<file path="src/rtl/pll_fb_divider.sv">
// Programmable PLL feedback divider: divides Clk by N, near-50% FB plus a terminal-count strobe.
// Optional first-order fractional accumulator when FB_FRAC_DIV_EN is defined.
module pll_fb_divider #(
    parameter int unsigned W       = 8,
    parameter int unsigned DEF_DIV = 4,
    parameter int unsigned FW      = 8
) (
    input  logic          Clk,
    input  logic          Reset,
    input  logic          Enable,
    input  logic [W-1:0]  Div,
    input  logic          Load,
`ifdef FB_FRAC_DIV_EN
    input  logic [FW-1:0] Frac,
`endif
    output logic          FB,
    output logic          Tc,
    output logic [W-1:0]  DivAct
);

    localparam int unsigned CW = W + 1;

    logic [CW-1:0] cnt_q, cnt_d;
    logic [W-1:0]  div_act_q, div_act_d;
    logic [W-1:0]  pend_q, pend_d;
    logic          pend_vld_q, pend_vld_d;
    logic          fb_q, fb_d;
    logic          tc_q, tc_d;

    logic [W-1:0]  div_clamped;
    logic [W-1:0]  div_sel;
    logic          carry_cur;
    logic          carry_new;
    logic [CW-1:0] nact;
    logic [CW-1:0] nact_nxt;
    logic [CW-1:0] half_nxt;
    logic          wrap;

    assign div_clamped = (Div < W'(2)) ? W'(2) : Div;
    // A fresh Load wins over an older pending value.
    assign div_sel     = Load ? div_clamped : (pend_vld_q ? pend_q : div_act_q);
    assign nact        = {1'b0, div_act_q} + CW'(carry_cur);
    assign wrap        = (cnt_q == nact - CW'(1));

`ifdef FB_FRAC_DIV_EN
    logic [FW-1:0] frac_act_q, frac_act_d;
    logic [FW-1:0] frac_pend_q, frac_pend_d;
    logic [FW-1:0] acc_q, acc_d;
    logic          carry_q, carry_d;
    logic [FW-1:0] frac_sel;
    logic [FW-1:0] acc_new;

    assign frac_sel             = Load ? Frac : (pend_vld_q ? frac_pend_q : frac_act_q);
    assign {carry_new, acc_new} = {1'b0, acc_q} + {1'b0, frac_sel};
    assign carry_cur            = carry_q;

    always_comb begin
        frac_act_d  = frac_act_q;
        frac_pend_d = Load ? Frac : frac_pend_q;
        acc_d       = acc_q;
        carry_d     = carry_q;
        if (!Enable) begin
            frac_act_d = frac_sel;
        end else if (wrap) begin
            frac_act_d = frac_sel;
            acc_d      = acc_new;
            carry_d    = carry_new;
        end
    end

    always_ff @(posedge Clk or posedge Reset) begin
        if (Reset) begin
            frac_act_q  <= '0;
            frac_pend_q <= '0;
            acc_q       <= '0;
            carry_q     <= 1'b0;
        end else begin
            frac_act_q  <= frac_act_d;
            frac_pend_q <= frac_pend_d;
            acc_q       <= acc_d;
            carry_q     <= carry_d;
        end
    end
`else
    assign carry_cur = 1'b0;
    assign carry_new = 1'b0;
`endif

    always_comb begin
        cnt_d      = cnt_q;
        div_act_d  = div_act_q;
        pend_d     = pend_q;
        pend_vld_d = pend_vld_q;
        nact_nxt   = nact;
        fb_d       = 1'b0;
        tc_d       = 1'b0;

        if (Load) begin
            pend_d     = div_clamped;
            pend_vld_d = 1'b1;
        end

        if (!Enable) begin
            // Parked at the last count so the first enabled edge wraps to 0.
            div_act_d  = div_sel;
            pend_vld_d = 1'b0;
            cnt_d      = {1'b0, div_sel} + CW'(carry_cur) - CW'(1);
        end else begin
            if (wrap) begin
                div_act_d  = div_sel;
                pend_vld_d = 1'b0;
                cnt_d      = '0;
                nact_nxt   = {1'b0, div_sel} + CW'(carry_new);
            end else begin
                cnt_d = cnt_q + CW'(1);
            end
            fb_d = (cnt_d < half_nxt);
            tc_d = (cnt_d == nact_nxt - CW'(1));
        end
    end

    assign half_nxt = (nact_nxt + CW'(1)) >> 1;

    always_ff @(posedge Clk or posedge Reset) begin
        if (Reset) begin
            cnt_q      <= CW'(DEF_DIV - 1);
            div_act_q  <= W'(DEF_DIV);
            pend_q     <= W'(DEF_DIV);
            pend_vld_q <= 1'b0;
            fb_q       <= 1'b0;
            tc_q       <= 1'b0;
        end else begin
            cnt_q      <= cnt_d;
            div_act_q  <= div_act_d;
            pend_q     <= pend_d;
            pend_vld_q <= pend_vld_d;
            fb_q       <= fb_d;
            tc_q       <= tc_d;
        end
    end

    assign FB     = fb_q;
    assign Tc     = tc_q;
    assign DivAct = div_act_q;

endmodule

</file>
<file path="config.mk">
export PLATFORM = sky130hd
export DESIGN_NAME = pll_fb_divider
export DESIGN_NICKNAME = d
export VERILOG_FILES = /design/src/rtl/pll_fb_divider.sv
export SDC_FILE = /design/constraint.sdc
export NUM_CORES = 1
export LEC_CHECK = 0
export ABC_AREA = 1
export ABC_CLOCK_PERIOD_IN_PS = 3200
export CAP_MARGIN = 20
export CORE_ASPECT_RATIO = 0.6
export CORE_MARGIN = 2
export CORE_UTILIZATION = 54
export DETAILED_ROUTE_END_ITERATION = 10
export GPL_TIMING_DRIVEN = 0
export MAX_ROUTING_LAYER = met4
export PLACE_DENSITY = 0.87
export SLEW_MARGIN = 5
export SYNTH_ARGS = -nofsm -noshare
export SYNTH_HDL_FRONTEND = slang
export SYNTH_SLANG_ARGS = --single-unit
</file>
<file path="constraint.sdc">
create_clock -name Clk -period 3.2 [get_ports Clk]
set_input_delay 0.64 -clock Clk [delete_from_list [all_inputs] [get_ports Clk]]
set_output_delay 0.64 -clock Clk [all_outputs]
set_load 0.005 [all_outputs]
</file>
=== Word level (Yosys, flattened, before mapping) ===
Cells that the tools add are included.

* Latch bits: 0
* Bits in read-only memories: 0
* Register bits after elaboration: 28
* Memories: 0
* Word-level logic and storage cells: 33
* RAM bits: 0
* Bits of input ports: 12

* Divide/modulo/power cells: 0
* Equality and inequality tests: 4
* $lt $le $gt $ge: 2
* Add/subtract/negate cells: 5
* Bitwise logic cells: 0
* Muxes and demuxes: 16
* Multiply operators: 0
* Reductions and logical operators: 0
* Shift operators: 0

{| class="wikitable"
|+ Operator list
! kind !! count
|-
| two-way mux 8 bit || 6
|-
| two-way mux 9 bit || 5
|-
| adder 9 x 1 -> 9 bit, second input constant || 2
|-
| == test 9 bit || 2
|-
| subtractor 8 x 1 -> 9 bit, second input constant || 2
|-
| less-than comparator 9 x 8 -> 1 bit || 1
|-
| subtractor 9 x 1 -> 9 bit, second input constant || 1
|-
| less-than comparator 8 x 2 -> 1 bit, second input constant || 1
|-
| two-way mux 1 bit || 5
|-
| != test 3 x 1 -> 1 bit, second input constant || 1
|-
| != test 2 x 1 -> 1 bit, second input constant || 1
|}

=== Logic depth before layout (Yosys ltp) ===
* Word-level depth: 9
* Depth in mapped cells: 29

=== Worst setup path before layout ===
Ideal clock, no wire load.

* Path type: reg-to-reg
* Start: register div_act_q[0] (netlist: DivAct[0])
* End: register fb_q (netlist: FB)
* Required time: 3.123 ns
* Path buffers: 1
* Cell stages (with the launch flop): 29
* Clock period less this slack: 3.309 ns
* Arrival: 3.232 ns
* Path slack: -0.109 ns
* Setup time: 0.077 ns
* Cell sequence: dfrtp_1 > buf_6 > inv_2 > ha_1 > nand2_4 > nor2_2 > nand2_1 > nand2_1 > nand2_1 > nor2_4 > nand2_4 > nor2_8 > nand2_1 > nand2_1 > nand2_1 > o21ai_0 > inv_1 > ha_1 > nand2_1 > nor2_4 > xnor2_1 > ha_1 > nand2_1 > nor2_1 > a211oi_1 > nand2_1 > nand3_1 > nand2_1 > a21oi_1

* Longest elaborated chain between the ends: 8

{| class="wikitable"
|+ RTL lines
! element !! line !! RTL
|-
| start, declared || 24 || <nowiki>logic [W-1:0] div_act_q, div_act_d;</nowiki>
|-
| start signal, assigned || 127 || <nowiki>div_act_q <= W'(DEF_DIV);</nowiki>
|-
| start signal, assigned || 134 || <nowiki>div_act_q <= div_act_d;</nowiki>
|-
| subtractor 8 x 1 -> 9 bit or two-way mux 8 bit (tied branches) || 43, 41 ||
|-
| == test 9 bit or two-way mux 8 bit (tied branches) || 43, 41 ||
|-
| two-way mux 8 bit || 109 || <nowiki>if (wrap) begin</nowiki>
|-
| two-way mux 9 bit (2 in series) || 103 || <nowiki>if (!Enable) begin</nowiki>
|-
| adder 9 x 1 -> 9 bit || 122 || <nowiki>assign half_nxt = (nact_nxt + CW'(1)) >> 1;</nowiki>
|-
| less-than comparator 9 x 8 -> 1 bit (*) || 117 || <nowiki>fb_d = (cnt_d < half_nxt);</nowiki>
|-
| two-way mux 1 bit (*) || 103 ||
|-
| net fb_d || 27 || <nowiki>logic fb_q, fb_d;</nowiki>
|-
| end signal, assigned || 130 || <nowiki>fb_q <= 1'b0;</nowiki>
|-
| end signal, assigned || 137 || <nowiki>fb_q <= fb_d;</nowiki>
|-
| end, declared || 27 ||
|}

Mark *: on every way through the listed nets, which the timed path passes. The rest lies on a longest branch. The select of a mux whose other input is x is not followed.
A chain may end at the register's enable or synchronous reset.

=== Final worst setup path ===
* Start: register div_act_q[2] (netlist: DivAct[2])
* End: register fb_q (netlist: FB)

The elaborated chain is that of the path after synthesis.

==> flow_summary_export.csv <==
group,metric,value,unit
run_status,outcome,"finished, violations left",
run_status,violations,"negative setup slack",
cts,cts.sinks,28,
cts,cts_root_buf,"clkbuf_8",
timing,rsz0062_at_grt,"true",
power_and_ir_drop,switching_share,0.467,
global_routing,grt_first_pass_wirelength,14.2,mm
global_routing,grt_usage,0.313,
yosys,synth-edff-count,0,
floorplanning,die_h,61.0,microns
placed_design,numPortBuffers,21,
timing,hold_viol_final,0,
placed_design,dp_hpwl,6.60,mm
final_layout,num-nets-final,530,
final_layout,final_cells,571,
power_and_ir_drop,clkPwrFrac,0.134,
timing,fin_crit_sh,1.10,
timing,fmax,284,MHz
setup_path,crit_arrival,3.74,ns
placed_design,dpl.cell_count,546,
final_layout,fin_area,3670,sq um
route,wl,8.96,mm
global_routing,grt_max_degree,29,
global_routing,antenna_found_initial,0,
global_routing,gr-total-overflow,0,
floorplanning,die-area,6040,sq um
floorplanning,fp.dieW,99.0,microns
global_routing,grt_pass1_vias,2866,
final_layout,drive_above_1_share,0.255,
route,vias_per_cell,5.55,
route,dr.pass1.iters,5,
yosys,ys_async_sr_fraction,1.00,
yosys,syn_area_per_cell,6.37,sq um
power_and_ir_drop,power_switching,0.800,mW
worst_hold_path,hp-class,"flop to flop",
worst_hold_path,hold_path_depth,2,
cts,h-tree-depth,1,
power_and_ir_drop,powerDensity,466,nW/um^2
yosys,ys_types,43,
placed_design,dpl-instance-area,3230,sq um
yosys,ys_seq_area_frac,0.241,
timing,maxSlewViolCount,0,
cts,clk_latency,0.28,ns
power_and_ir_drop,finalPower,1.71,mW
power_and_ir_drop,ir_drop,0.252,mV
timing,max-slew-margin-rel,0.562,
cts,cts_buffers,3,
floorplanning,ios,22,
setup_path,critPathLaunchType,"flop",
cts,clk_pin_slew,0.10,ns
final_layout,diodes,0,
yosys,yosys_warnings,0,
yosys,synth_nets,483,
power_and_ir_drop,p_leak,1.84,nW
timing,finClkSkew,0.00570,ns
timing,worstMarginPinSlew,0.657,ns
final_layout,final_core_util,0.716,
route,drtIter0Drc,261,
timing,fin_ws,-0.316,ns
setup_path,cp_max_fo,8,
route,vias,3167,
route,post_drt_wl_per_cell,15.7,microns
run,cap_violations,0,
cts,clockBufferDepth,2,
timing,fin_setup_tns,-0.316,ns
setup_path,worst-endpoint-required,3.42,ns
route,ant_nets,0,
floorplanning,initial_utilization,0.570,
timing,fin_crit,3.52,ns
placed_design,gp_congestion,0.929,
floorplanning,num_rows,20,
timing,setup_viol,1,
setup_path,crit_type,"flop to flop",
yosys,syn_inst,459,
power_and_ir_drop,internal_power,0.912,mW
final_layout,syn_to_final_growth,25.5,%
power_and_ir_drop,pwr-share-seq,0.276,
route,drc,0,
floorplanning,design.core.area,5130,sq um
yosys,netlist_area,2930,sq um
yosys,ys_seq_elements,28,
setup_path,worstRegToRegCells,24,
cts,tritoncts,"built",
yosys,synth-main-ff-cell,"dfrtp_1",
power_and_ir_drop,combPwrFrac,0.591,
setup_path,endpoint_kind,"flop",
## flip-flops by register name, summed over array words and instances (netlist names)
name,cells
cnt_q,9
DivAct,8
pend_q,8
FB,1
Tc,1
pend_vld_q,1
## final timing paths
check                           startpoint   endpoint  slack, ns
worst max-delay path             DivAct[2]         FB      -0.32
worst min-delay path             pend_q[2]  pend_q[2]       0.47
worst max register to register   DivAct[2]         FB      -0.32
worst min register to register   pend_q[2]  pend_q[2]       0.47
max in group asynchronous            Reset   cnt_q[0]       1.92
min in group asynchronous            Reset  pend_q[7]       0.70
## metrics by stage
step | setup slack [ns] | hold WS (ns)
2_1_floorplan | 0.0359 | 0.432
3_3_place_gp | -0.657 | 0.443
3_5_place_dp | -0.731 | 0.454
4_1_cts | -0.190 | 0.474
5_1_grt | -0.439 | 0.495
6_report | -0.316 | 0.472
## layout by cell type (no fill, tap or decap), types with 9 or more instances in the layout
cell type	instances
nor2_1	24
dfrtp_1	20
nand2_4	10
nand3_1	32
inv_2	10
buf_4	21
nand2_1	140
o21ai_0	32
ha_1	9
clkdlybuf4s50_1	18
nand2_2	25
inv_1	47
a21oi_1	11
## worst max-delay path: stages, from the launching register on
cell and delay (ns):
dfstp_2 0.66, nor2_1 0.10, nand2_1 0.10, nand3_1 0.15, a21oi_2 0.20, nand2_2 0.09
nor2_4 0.15, nand2_4 0.10, nand2_2 0.10, nand2_2 0.07, nand2_2 0.08, o21ai_4 0.08
inv_2 0.11, ha_4 0.16, nand2_4 0.05, nor2_4 0.11, xnor2_2 0.07, ha_1 0.29
nand2_1 0.09, nor2_1 0.04, a211oi_1 0.20, nand2_1 0.12, nand3_1 0.10, nand2_1 0.07
a21oi_2 0.13
## kinds of logic (layout without fill, tap and decap cells)
group,Yosys count,count (layout),share of synthesized area
AOI/OAI and AO/OA,67,67,0.132
DFF,28,28,0.241
and+or+nand+nor,264,264,0.426
xor gates and xnor gates,15,15,0.0449
buffers and inverters,73,119,0.105
adders and majority gates,12,12,0.0513
## final cells by class
| cell class | instances | area [sq um] |
|---|---|---|
| timing repair buffer | 43 | 403 |
| clock buffer | 4 | 55.1 |
| buffer | 11 | 70.1 |
| fill | 431 | 1460 |
| sequential | 28 | 711 |
| inverter | 61 | 239 |
| multi-input combinational | 358 | 2110 |
| tap | 66 | 82.6 |
## metal layers
metal / vias up / wire length [microns] / global-route usage
met5: - / 0 / -
met4: 0 / 108 / 0.0489
met3: 18 / 910 / 0.0602
met2: 148 / 3800 / 0.462
met1: 1450 / 4140 / 0.457
li1: 1551 / - / -
## power by group through the flow
| stage | logic (mW) | registers [mW] | clock network [mW] |
|---|---|---|---|
| after global routing | 1.12 | 0.478 | 0.247 |
| after detailed placement | 0.845 | 0.473 | 0 |
| after CTS | 0.915 | 0.467 | 0.232 |
| after global placement | 0.819 | 0.470 | 0 |
| after floorplan | 0.639 | 0.459 | 0 |
| final | 1.01 | 0.472 | 0.229 |
## Yosys cell counts, types with 3 or more instances
master    number  area (sq um)
o21ai_0       33           165
ha_1          12           150
nor3_2         3          30.0
nand2_4        5          56.3
buf_2          3          15.0
nor2_2         6          37.5
dfrtp_1       24           601
inv_2         10          37.5
a31oi_1        3          18.8
nand2_1      162           608
a21oi_1       14          70.1
dfstp_2        4           105
nor3_1         3          15.0
o21ai_1        6          30.0
xnor2_1        7          61.3
xor2_1         8          70.1
nor2_4         6          67.6
nand4_1        5          31.3
nand2_2        8          50.1
nor2_1        26          97.6
clkbuf_1       5          18.8
inv_1         50           188
nand3_1       32           160
## repair_timing
action	CTS	global route
endpoints found under the hold margin	0	0
pin swaps	15	27
hold buffers	0	0
setup buffers	12	9
gates resized for setup	28	37
endpoints found under the setup margin	1	2
Power figures use the tool's default switching activity.
==> variant 1 (same flow settings) <==
Build with the macro `FB_FRAC_DIV_EN` defined.
--- a/src/rtl/pll_fb_divider.sv
+++ b/src/rtl/pll_fb_divider.sv
@@ -2,2 +2,4 @@
 // Optional first-order fractional accumulator when FB_FRAC_DIV_EN is defined.
+`define FB_FRAC_DIV_EN
+
 module pll_fb_divider #(
Ports: changed (added Frac); port bits go from 22 to 30. The function was not compared with the original's and may differ.
==> variant 1 against the original RTL <==
  * The run still ends with setup timing left
  * Worst setup slack got worse by 1.2 ns
  * Sequential cell count rose by 25
  * Sequential power rose by 110%
  * Cell count rose by 56%
  * Clock power rose to 2.9 times the old value
  * Total power rose to 2.5 times the old value
  * Sequential share of layout area rose by 2.7 points
  * Cell area rose by 65%
  * Count of clock-buffer cells in the layout rose by 1
  * Routed wire length rose by 76%
  * Maximum frequency fell by 25%
  * Area after synthesis rose by 56%
  * Critical path type unchanged
  * Highest routed layer unchanged
==> variant 1: results (changes against the original RTL) <==
slowest_stage: "dfrtp_1"  # was dfstp_2
crit_arrival_ns: 4.92  # was 3.74 ns
synth_xor_xnor_area_share_pct: 4.42  # was 4.49%
port_buffers: 28  # was 21
tightest_slew_ns: 0.759  # was 0.657 ns
ys_seq_area_share_pct: 29.2  # was 24.1%
drtPass1Iterations: 6  # was 5
synthAdderAreaFrac_pct: 7.30  # was 5.13%
leakagePower_nw: 2.98  # was 1.84 nW
htree_levels: 2  # was 1
setup_slack_ns: -1.49  # was -0.316 ns
reg2reg_depth: 33  # was 24
synth_compound_area_share_pct: 12.7  # was 13.2%
routed_wl_mm: 15.8  # was 8.96 mm
grt_pass1_wl_mm: 23.8  # was 14.2 mm
rr_startpoint: "pend_vld_q"  # was DivAct[2]
wire_per_inst_um: 17.7  # was 15.7 µm
hp-start: "pend_q[7]"  # was pend_q[2]
grtUsageTotal_pct: 35.5  # was 31.3%
violations: "setup timing"  # unchanged
setup-violations-final: 2  # was 1
grt_util_met1_pct: 49.7  # was 45.7%
vias: 5263  # was 3167
gp_congestion: 0.960  # was 0.929
setup_tns_ns: -2.52  # was -0.316 ns
peakVddDrop_mv: 0.463  # was 0.252 mV
clk_pin_slew_ns: 0.08  # was 0.10 ns
nets: 828  # was 530
status: "finished with violations"  # unchanged
-- variant 1: worst min-delay path by stage --
| stage | end | depth (start not counted) |
|---|---|---|
| 6_report | pend_q[7] | 2 |
| 3_5_place_dp | pend_q[7] | 2 |
| 3_3_place_gp | pend_q[7] | 2 |
| 4_1_cts | pend_q[7] | 2 |
| 5_1_grt | pend_q[2] | 2 |
| 2_1_floorplan | pend_q[7] | 2 |
-- variant 1: through the flow --
step / worst slack (ns) / hold slack [ns] / instance area, µm²
after detailed placement: -2.31 / 0.470 / 5100
after global placement: -2.23 / 0.454 / 5080
after floorplan: -1.25 / 0.432 / 4670
after global routing: -1.74 / 0.511 / 6050
after CTS: -1.36 / 0.488 / 5690
final: -1.49 / 0.480 / 6050
-- variant 1: what timing repair did --
action	CTS	global route
buffers inserted	32	22
cloned	1	0
setup endpoints to repair	28	29
pin swaps	34	44
endpoints found under the hold margin	0	0
gates resized for setup	54	48
-- variant 1: area by class of cell --
type,instances,area [µm²]
Buffer,19,224
Inverter,84,325
Sequential cell,53,1330
Clock inverter,3,50.0
Clock buffer,5,125
Timing Repair Buffer,80,702
Fill cell,598,1990
Tap cell,108,135
Multi-Input combinational cell,539,3160
-- variant 1: metal layers --
layer,vias up,wire [µm],part of all wire (%)
li1,2406,-,-
met1,2462,6950,44
met2,346,6850,43
met3,49,1660,11
met4,0,346,2.2
met5,-,0,0
-- variant 1: cells by family after synthesis --
logic type / count (synthesis)
flip-flops: 53
adder cells (fa/ha/maj): 26
buffers and inverters: 103
multiplexers: 1
AO/OA/AOI/OAI: 107
XOR/XNOR: 23
AND/OR/NAND/NOR: 382
-- variant 1: worst register-to-register path, delay by kind of cell (launching register included) --
family                   cells  cell delay, ns
AND/OR/NAND/NOR             14            1.49
adder cells (fa/ha/maj)      5            1.01
AO/OA/AOI/OAI                7            0.82
buffers and inverters        5            0.63
flip-flops                   1            0.41
XOR/XNOR                     2            0.24
-- variant 1: power by group through the flow --
stage               logic (mW)  registers [mW]  clock network (mW)
floorplan                 1.57           0.928                   0
global placement          2.02           0.948                   0
detailed placement        2.11           0.959                   0
CTS                       2.33           0.952               0.656
global route              2.93           0.982               0.675
finish                    2.69           0.968               0.667
==> variant 2 (same flow settings) <==
Made on the original files. Register the output `DivAct` once more, cleared by the reset; this adds one clock of latency there. The other outputs are not delayed to match.
--- a/src/rtl/pll_fb_divider.sv
+++ b/src/rtl/pll_fb_divider.sv
@@ -143,3 +143,9 @@
     assign Tc     = tc_q;
-    assign DivAct = div_act_q;
+    always_ff @(posedge Clk or posedge Reset) begin
+        if (Reset) begin
+            DivAct <= '0;
+        end else begin
+            DivAct <= div_act_q;
+        end
+    end
 
Check against the original RTL: not equivalent (a bounded check fails within 4 cycles, from zero or initial values and one cycle with Reset high).
==> variant 2 against the original RTL <==
  * Sequential share of layout area up 5.0 points
  * Total power up 20%
  * Cell count up 1.8%
  * Worst setup slack worse by 0.025 ns
  * Area after synthesis up 0.51%
  * Via count up 4.5%
  * Routed wire length up 1.1%
  * Sequential cell count up 8
  * The run still ends with setup timing left
  * Critical path depth down 2
  * Cell area up 1.6%
  * Largest cell class unchanged
  * Sequential power up 26%
  * Non-clock buffer count up 8
==> variant 2: results (changes against the original RTL) <==
status: "finished with violations"  # unchanged
violations: "setup timing"  # unchanged
switching_power_uw: 892  # was 800 µW
grt_util_met3_pct: 8.17  # was 6.02%
port_buffers: 20  # was 21
dp_cells: 542  # was 546
nClkBuffers: 8  # was 4
cpPeakStageDelay_ns: 0.42  # was 0.66 ns
n_fill_cell: 407  # was 431
whs_ns: 0.466  # was 0.472 ns
viasPerCell: 5.70  # was 5.55
finalClockSkew_ns: 0.00656  # was 0.00570 ns
grt_max_degree: 24  # was 29
setup_slack_ns: -0.341  # was -0.316 ns
grt_pass1_vias: 3021  # was 2866
tightest_slew_ns: 0.592  # was 0.657 ns
multi_input_area_share_pct: 49.5  # was 57.5%
ys_top_cells_by_area: "dfrtp_1, nand2_1, inv_1"  # was nand2_1, dfrtp_1, inv_1
htree_levels: 2  # was 1
rr_startpoint: "div_act_q[1]"  # was DivAct[2]
drtPass1Iterations: 7  # was 5
ys_seq_area_share_pct: 30.8  # was 24.1%
drive_gt1_share_pct: 22.1  # was 25.5%
regArea_um2: 908  # was 711 µm²
synthesis.area_um2: 2940  # was 2930 µm²
final_cells: 581  # was 571
multi_input_area_um2: 1850  # was 2110 µm²
synthTopCellsByCount: "nand2_1, inv_1, nor2_1"  # was nand2_1, inv_1, o21ai_0
drtIter0Drc: 411  # was 261
routed_wl_mm: 9.05  # was 8.96 mm
gp_congestion: 0.999  # was 0.929
peakVddDrop_mv: 0.288  # was 0.252 mV
inverters_excl_clock: 68  # was 61
slowest_stage: "dfrtp_2"  # was dfstp_2
seq_power_share_pct: 29.1  # was 27.6%
grt_util_met1_pct: 41.5  # was 45.7%
signal_buffer_area_fraction_pct: 14.3  # was 12.9%
final-clk-cell-share_pct: 2.68  # was 1.50%
synth_cells: 455  # was 459
clk_pin_slew_ns: 0.08  # was 0.10 ns
reg2reg_depth: 22  # was 24
grtUsageTotal_pct: 31.3  # about the same
synthDistinctLibCells: 33  # was 43
setup_tns_ns: -0.341  # was -0.316 ns
multi_input_cells: 341  # was 358
setup-violations-final: 1  # unchanged
hpwl_mm: 6.18  # was 6.60 mm
grt.met2_usage_pct: 48.6  # was 46.2%
placed_area_um2: 3250  # was 3230 µm²
## variant 2: changes by cell type after synthesis, moves of 4 or more
cell	delta
a21oi_1	-4
dfrtp_1	+8
inv_1	+7
nand2_1	-11
nand2_4	-5
nand3_1	-9
nand4_1	+7
nor2_1	+15
## variant 2: cell families (layout without fill, tap and decap cells)
family          Yosys count  in the layout  synth area share [%]
simple gates            252            252                  37.4
buf+inv                  78            138                  10.6
compound gates           65             65                  12.5
flops                    36             36                  30.8
fa+ha+maj                12             12                  5.11
xor+xnor                 12             12                  3.57
## variant 2: what timing repair did
item,CTS,global route
setup buffers,19,12
pin swaps,20,33
hold buffers,0,0
setup endpoints to repair,1,2
resized for setup,20,23
## variant 2: per-layer routing
layer,part of all wire (%),vias up
met4,2.5,0
met1,43,1470
met5,0,-
met2,42,234
met3,13,39
li1,-,1566
